[config.mk]
export PLATFORM = sky130hd
export DESIGN_NAME = alu_cmd_sequencer_flat
export DESIGN_NICKNAME = d
export VERILOG_FILES = /design/src/rtl/alu_cmd_sequencer_if.sv /design/src/rtl/alu_cmd_sequencer.sv /design/src/flat_wrapper.sv
export SDC_FILE = /design/constraint.sdc
export NUM_CORES = 1
export LEC_CHECK = 0
export BUFFER_PORTS_ARGS = -buffer_cell sky130_fd_sc_hd__buf_2
export CAP_MARGIN = 20
export CORE_ASPECT_RATIO = 0.7
export CORE_UTILIZATION = 25
export DETAILED_ROUTE_END_ITERATION = 8
export PLACE_DENSITY = 0.38
export SLEW_MARGIN = 20
export SYNTH_ARGS = -nofsm -noshare
export SYNTH_HDL_FRONTEND = slang
export SYNTH_SLANG_ARGS = --single-unit
[constraint.sdc]
create_clock -name clk -period 6.2 [get_ports clk]
set_input_delay 0.93 -clock clk [delete_from_list [all_inputs] [get_ports clk]]
set_output_delay 0.93 -clock clk [all_outputs]
set_load 0.01 [all_outputs]
[src/rtl/alu_cmd_sequencer_if.sv]
// alu_cmd_sequencer_if: command, ALU-side and result channels of the ALU issue stage
interface alu_cmd_sequencer_if;
  logic       cmd_valid;
  logic       cmd_ready;
  logic [1:0] cmd_opcode;
  logic [7:0] cmd_a;
  logic [7:0] cmd_b;
  logic       alu_start;
  logic [1:0] alu_opcode;
  logic [7:0] alu_a;
  logic [7:0] alu_b;
  logic       alu_done;
  logic [7:0] alu_result;
  logic       res_valid;
  logic       res_ready;
  logic [7:0] res_data;
  logic [1:0] res_opcode;
  logic       res_err;
  modport slave (
    input  cmd_valid, cmd_opcode, cmd_a, cmd_b, alu_done, alu_result, res_ready,
    output cmd_ready, alu_start, alu_opcode, alu_a, alu_b, res_valid, res_data, res_opcode, res_err
  );
  modport master (
    output cmd_valid, cmd_opcode, cmd_a, cmd_b, alu_done, alu_result, res_ready,
    input  cmd_ready, alu_start, alu_opcode, alu_a, alu_b, res_valid, res_data, res_opcode, res_err
  );
endinterface

[src/rtl/alu_cmd_sequencer.sv]
// alu_cmd_sequencer: queues ALU commands, issues them one at a time and registers the results
module alu_cmd_sequencer #(
  parameter int DEPTH   = 4,
  parameter int TIMEOUT = 64
) (
  input logic              clk,
  input logic              reset,
  alu_cmd_sequencer_if.slave bus
);
  localparam int AW = $clog2(DEPTH);
  localparam int CW = $clog2(TIMEOUT);
  typedef enum logic [2:0] {IDLE, ISSUE, SETTLE, WAIT, HOLD} state_t;
  state_t        state_q, state_d;
  logic [17:0]   mem_q [DEPTH];
  logic [AW-1:0] wr_q, rd_q;
  logic [AW:0]   cnt_q;
  logic          push, pop;
  logic [17:0]   head;
  logic [CW-1:0] tmo_q, tmo_d;
  logic          start_q, start_d;
  logic [1:0]    op_q, op_d;
  logic [7:0]    a_q, a_d, b_q, b_d;
  logic          rv_q, rv_d;
  logic [7:0]    rdata_q, rdata_d;
  logic [1:0]    rop_q, rop_d;
  logic          rerr_q, rerr_d;
  assign push           = bus.cmd_valid && bus.cmd_ready;
  assign head           = mem_q[rd_q];
  assign bus.cmd_ready  = cnt_q != (AW+1)'(DEPTH);
  assign bus.alu_start  = start_q;
  assign bus.alu_opcode = op_q;
  assign bus.alu_a      = a_q;
  assign bus.alu_b      = b_q;
  assign bus.res_valid  = rv_q;
  assign bus.res_data   = rdata_q;
  assign bus.res_opcode = rop_q;
  assign bus.res_err    = rerr_q;
  // FIFO storage: {opcode, a, b} written at the tail
  always_ff @(posedge clk) begin
    if (push) mem_q[wr_q] <= {bus.cmd_opcode, bus.cmd_a, bus.cmd_b};
  end
  // FIFO pointers and occupancy; pointers wrap naturally at the power-of-two depth
  always_ff @(posedge clk or posedge reset) begin
    if (reset) begin
      wr_q  <= '0;
      rd_q  <= '0;
      cnt_q <= '0;
    end else begin
      wr_q  <= wr_q + AW'(push);
      rd_q  <= rd_q + AW'(pop);
      cnt_q <= cnt_q + (AW+1)'(push) - (AW+1)'(pop);
    end
  end
  // FSM and output registers
  always_ff @(posedge clk or posedge reset) begin
    if (reset) begin
      state_q <= IDLE;
      tmo_q   <= '0;
      start_q <= 1'b0;
      op_q    <= '0;
      a_q     <= '0;
      b_q     <= '0;
      rv_q    <= 1'b0;
      rdata_q <= '0;
      rop_q   <= '0;
      rerr_q  <= 1'b0;
    end else begin
      state_q <= state_d;
      tmo_q   <= tmo_d;
      start_q <= start_d;
      op_q    <= op_d;
      a_q     <= a_d;
      b_q     <= b_d;
      rv_q    <= rv_d;
      rdata_q <= rdata_d;
      rop_q   <= rop_d;
      rerr_q  <= rerr_d;
    end
  end
  // Next state: divide-by-zero is screened at pop, stale done is ignored in SETTLE, done beats timeout
  always_comb begin
    state_d = state_q;
    tmo_d   = tmo_q;
    start_d = 1'b0;
    op_d    = op_q;
    a_d     = a_q;
    b_d     = b_q;
    rv_d    = rv_q;
    rdata_d = rdata_q;
    rop_d   = rop_q;
    rerr_d  = rerr_q;
    pop     = 1'b0;
    case (state_q)
      IDLE: if (cnt_q != '0 && !rv_q) begin
        pop              = 1'b1;
        {op_d, a_d, b_d} = head;
        if (head[17:16] == 2'b11 && head[7:0] == 8'd0) begin
          state_d = HOLD;
          rv_d    = 1'b1;
          rdata_d = 8'hFF;
          rerr_d  = 1'b1;
          rop_d   = head[17:16];
        end else begin
          state_d = ISSUE;
          start_d = 1'b1;
        end
      end
      ISSUE: state_d = SETTLE;
      SETTLE: begin
        state_d = WAIT;
        tmo_d   = '0;
      end
      WAIT: begin
        tmo_d = tmo_q + 1'b1;
        if (bus.alu_done || tmo_q == CW'(TIMEOUT-1)) begin
          state_d = HOLD;
          rv_d    = 1'b1;
          rop_d   = op_q;
          rerr_d  = !bus.alu_done;
          rdata_d = bus.alu_done ? bus.alu_result : 8'hFF;
        end
      end
      HOLD: if (rv_q && bus.res_ready) begin
        rv_d    = 1'b0;
        state_d = IDLE;
      end
      default: state_d = IDLE;
    endcase
  end
endmodule

[src/flat_wrapper.sv]
// flat-port wrapper written by rule: the top's interface ports become plain ports
module alu_cmd_sequencer_flat 
#(
  parameter int DEPTH   = 4,
  parameter int TIMEOUT = 64
)
  (clk, reset, bus_cmd_valid, bus_cmd_opcode, bus_cmd_a, bus_cmd_b, bus_alu_done, bus_alu_result, bus_res_ready, bus_cmd_ready, bus_alu_start, bus_alu_opcode, bus_alu_a, bus_alu_b, bus_res_valid, bus_res_data, bus_res_opcode, bus_res_err);
  alu_cmd_sequencer_if bus_i ();
  input logic clk;
  input logic reset;
  input wire logic [$bits(bus_i.cmd_valid)-1:0] bus_cmd_valid;
  input wire logic [$bits(bus_i.cmd_opcode)-1:0] bus_cmd_opcode;
  input wire logic [$bits(bus_i.cmd_a)-1:0] bus_cmd_a;
  input wire logic [$bits(bus_i.cmd_b)-1:0] bus_cmd_b;
  input wire logic [$bits(bus_i.alu_done)-1:0] bus_alu_done;
  input wire logic [$bits(bus_i.alu_result)-1:0] bus_alu_result;
  input wire logic [$bits(bus_i.res_ready)-1:0] bus_res_ready;
  output wire logic [$bits(bus_i.cmd_ready)-1:0] bus_cmd_ready;
  output wire logic [$bits(bus_i.alu_start)-1:0] bus_alu_start;
  output wire logic [$bits(bus_i.alu_opcode)-1:0] bus_alu_opcode;
  output wire logic [$bits(bus_i.alu_a)-1:0] bus_alu_a;
  output wire logic [$bits(bus_i.alu_b)-1:0] bus_alu_b;
  output wire logic [$bits(bus_i.res_valid)-1:0] bus_res_valid;
  output wire logic [$bits(bus_i.res_data)-1:0] bus_res_data;
  output wire logic [$bits(bus_i.res_opcode)-1:0] bus_res_opcode;
  output wire logic [$bits(bus_i.res_err)-1:0] bus_res_err;
  assign bus_i.cmd_valid = bus_cmd_valid;
  assign bus_i.cmd_opcode = bus_cmd_opcode;
  assign bus_i.cmd_a = bus_cmd_a;
  assign bus_i.cmd_b = bus_cmd_b;
  assign bus_i.alu_done = bus_alu_done;
  assign bus_i.alu_result = bus_alu_result;
  assign bus_i.res_ready = bus_res_ready;
  assign bus_cmd_ready = bus_i.cmd_ready;
  assign bus_alu_start = bus_i.alu_start;
  assign bus_alu_opcode = bus_i.alu_opcode;
  assign bus_alu_a = bus_i.alu_a;
  assign bus_alu_b = bus_i.alu_b;
  assign bus_res_valid = bus_i.res_valid;
  assign bus_res_data = bus_i.res_data;
  assign bus_res_opcode = bus_i.res_opcode;
  assign bus_res_err = bus_i.res_err;
  alu_cmd_sequencer #(.DEPTH(DEPTH), .TIMEOUT(TIMEOUT)) u_core (.clk(clk), .reset(reset), .bus(bus_i));
endmodule
==> flow_metrics.tcl <==
set metrics [dict create \
    cts_max_level 4 \
    antenna_left 0 \
    cp_max_fo 21 \
    drive_gt1_share_pct 37.1 \
    crit_path_start_kind "flop" \
    peakVddDrop_v 0.000163 \
    leakage_nw 2.41 \
    dieWidth_um 167 \
    tightest_slew_ps 939 \
    dieArea_um2 19700 \
    cts_buffer_depth 2 \
    dp_hpwl_um 6250 \
    finalHoldViolCount 0 \
    critPathKind "reg2reg" \
    cpMostUsedCell "inv_1" \
    yosys_register_bits 119 \
    max_freq_mhz 314 \
    ys_seq_area_share_pct 69.8 \
    grt_max_degree 48 \
    cts_tree "yes" \
    port-buffer-count 62 \
    regArea_um2 3340 \
    vias_per_cell 4.30 \
    gp_congestion 0.685 \
    status "completed" \
    worstPathCellList "or2_2 > or4_1 > inv_1 > buf_4 > ha_1 > inv_1 > ha_1 > inv_1 > fa_1 > xnor2_1 > xnor2_1" \
    routedWlPerCell_um 16.2 \
    end_kind "flop" \
    syn2layout_area_growth_pct 24.5 \
    rsz0062_at_grt "false" \
    diodes 0 \
    dp_cells 583 \
    clk_pin_slew_ps 60 \
    multi_input_area_um2 1340 \
    crit_path_top_delay_cell "or4_1" \
    synth_area_leaders "edfxtp_1, dfrtp_1, mux4_2" \
    crit_family "simple AND/OR/NAND/NOR gates" \
    netlist_instances 292 \
    min_path_type "reg2reg" \
    fin_crit_sh_pct 51.4 \
    nFillCells 1814 \
    start_util_pct 26.0 \
    antenna_found_initial 0 \
    nNetsFinal 404 \
    crit_buf_inv 4 \
    fin_crit_ps 3190 \
    postCtsSetupBuffers 0 \
    row_count 41 \
    syn_area_um2 4780 \
    fin_util_pct 32.4 \
    slew_headroom_pct 37.4 \
    instances_no_fill 616 \
    postCtsHoldBufs 0 \
    vias 2646 \
    clk_latency_ps 410 \
    cts_resized 0 \
    die_h_um 118 \
    drt_iter0_drc 125 \
    boundaryPins 63 \
    maxCapViolations 0 \
    critPathMaxStageDelay_ps 620 \
    cp.arrival_ps 3480 \
    power_mw 2.17 \
    firstDrtPassIters 4 \
    syn_nets 329 \
    drc_errors 0 \
    track_usage_pct 11.1 \
    finalClockSkew_ps 7.83 \
    drv_slew 0 \
    core_area_um2 18400 \
    grt_pass1_vias 2784 \
    root_buffer "clkbuf_16" \
    numCtsBuffers 17 \
    synthDistinctLibCells 41 \
    final.setup.tns_ps 0 \
    overflow 0 \
    setup_viol 0 \
    yosysTopAreaCellShare_pct 45.2 \
    synth_top_cell_by_area "edfxtp_1" \
    clock_sinks 119 \
    wl_um 9960 \
    holdWs_ps 483 \
    powerDensity_nw_per_um2 364 \
    grt_pass1_wl_um 16100 \
    ys_warn_count 0 \
    required_ps 6490 \
    avgSynthCellArea_um2 16.4 \
]
sequential cells by signal, indices dropped and copies added (netlist names), 2 cells and up:
register	flops
u_core.bus.alu_b	8
u_core.mem_q	72
u_core.bus.res_data	8
u_core.cnt_q	3
u_core.bus.res_opcode	2
u_core.wr_q	2
u_core.state_q	3
u_core.tmo_q	6
u_core.rd_q	2
u_core.bus.alu_opcode	2
u_core.bus.alu_a	8
power by group:
group,switching (mW),leakage (nW),internal [mW],total (mW)
combinational,0.128,0.897,0.0780,0.206
sequential,0.0379,1.24,0.966,1.00
clock,0.367,0.271,0.591,0.958
total,0.533,2.41,1.63,2.17
through the flow:
stage	setup WS (ps)	area, µm²
floorplan	3000	4780
global placement	3070	5360
detailed placement	3020	5360
CTS	3000	5940
global route	2770	5950
finish	3010	5950
path summary, 6_finish.rpt:
kind	startpoint	to	slack [ps]	depth (start not counted)
hold / removal	u_core.bus.alu_b[5]	u_core.bus.alu_b[5]	480	2
setup / recovery	u_core.state_q[0]	u_core.cnt_q[2]	3010	11
min in group asynchronous	reset	u_core.tmo_q[3]	690	3
hold reg to reg	u_core.bus.alu_b[5]	u_core.bus.alu_b[5]	480	2
max in group asynchronous	reset	u_core.bus.alu_a[2]	5080	3
setup reg to reg	u_core.state_q[0]	u_core.cnt_q[2]	3010	11
worst min-delay path, cell delays in order (launching register included):
cell and delay [ps]:
dfrtp_1 350, nand2_1 50, nand2_1 50
placed cells by master (no fill, tap or decap), types with 2 or more instances in the layout:
cell type   instances
edfxtp_1           72
buf_2              62
dfrtp_1            47
nand2_1            36
clkbuf_16          17
a21oi_1            16
mux4_2             11
mux2_2             11
nor2_1             10
a21oi_2             9
mux4_1              7
nand3_1             7
inv_1               6
buf_4               6
ha_1                5
clkinvlp_4          5
a22o_1              4
clkinv_4            4
nor3_1              3
and3b_1             3
a21o_1              3
clkinv_2            3
nor2b_1             2
and3_1              2
nand2b_1            2
a31oi_1             2
xor2_1              2
xnor2_1             2
nor2_2              2
bufinv_16           2
metal layers:
metal / track usage [%] / wire, µm
met1: 15.7 / 5290
met2: 15.4 / 4220
met3: 3.77 / 290
met4: 4.82 / 151
met5: 0 / 0
final cells by class:
type,instances,area share (%)
sequential,119,56.1
multi-input combinational,153,22.5
clock buffer,17,7.15
timing repair buffer,69,6.22
tap,236,4.96
clock inverter,15,2.63
inverter,7,0.441
synthesized netlist by cell type:
master	count
ha_1	5
dfrtp_1	47
buf_1	1
or2_2	1
or4_1	1
o22ai_1	1
mux4_2	11
nand2_1	36
nor4_4	1
mux2i_1	1
a21boi_1	1
a31oi_1	2
mux4_1	7
clkbuf_1	5
nand2b_1	2
buf_2	4
a21o_1	3
nor3_1	3
and3b_1	3
edfxtp_1	72
nand4_2	1
buf_12	1
mux2_2	11
a21boi_0	1
inv_1	7
a21oi_1	16
nor3b_1	1
nand3_1	7
and3_1	2
nor2_1	12
a21oi_2	9
xnor2_1	2
fa_1	1
a22o_1	4
a2111oi_0	1
or3_1	1
nor2b_1	2
buf_6	2
nor4b_4	1
a31o_2	1
xor2_1	2
cell families (layout without fill, tap and decap cells):
family | after synthesis | in the layout | share of synthesized area, %
multiplexers | 30 | 30 | 11.8
AO/OA/AOI/OAI | 39 | 39 | 5.60
adder cells (fa/ha/maj) | 6 | 6 | 1.73
AND/OR/NAND/NOR | 74 | 74 | 7.93
XOR/XNOR | 4 | 4 | 0.733
buffers and inverters | 20 | 108 | 2.33
flip-flops | 119 | 119 | 69.8
No activity file was read; power rests on OpenSTA's default activity.
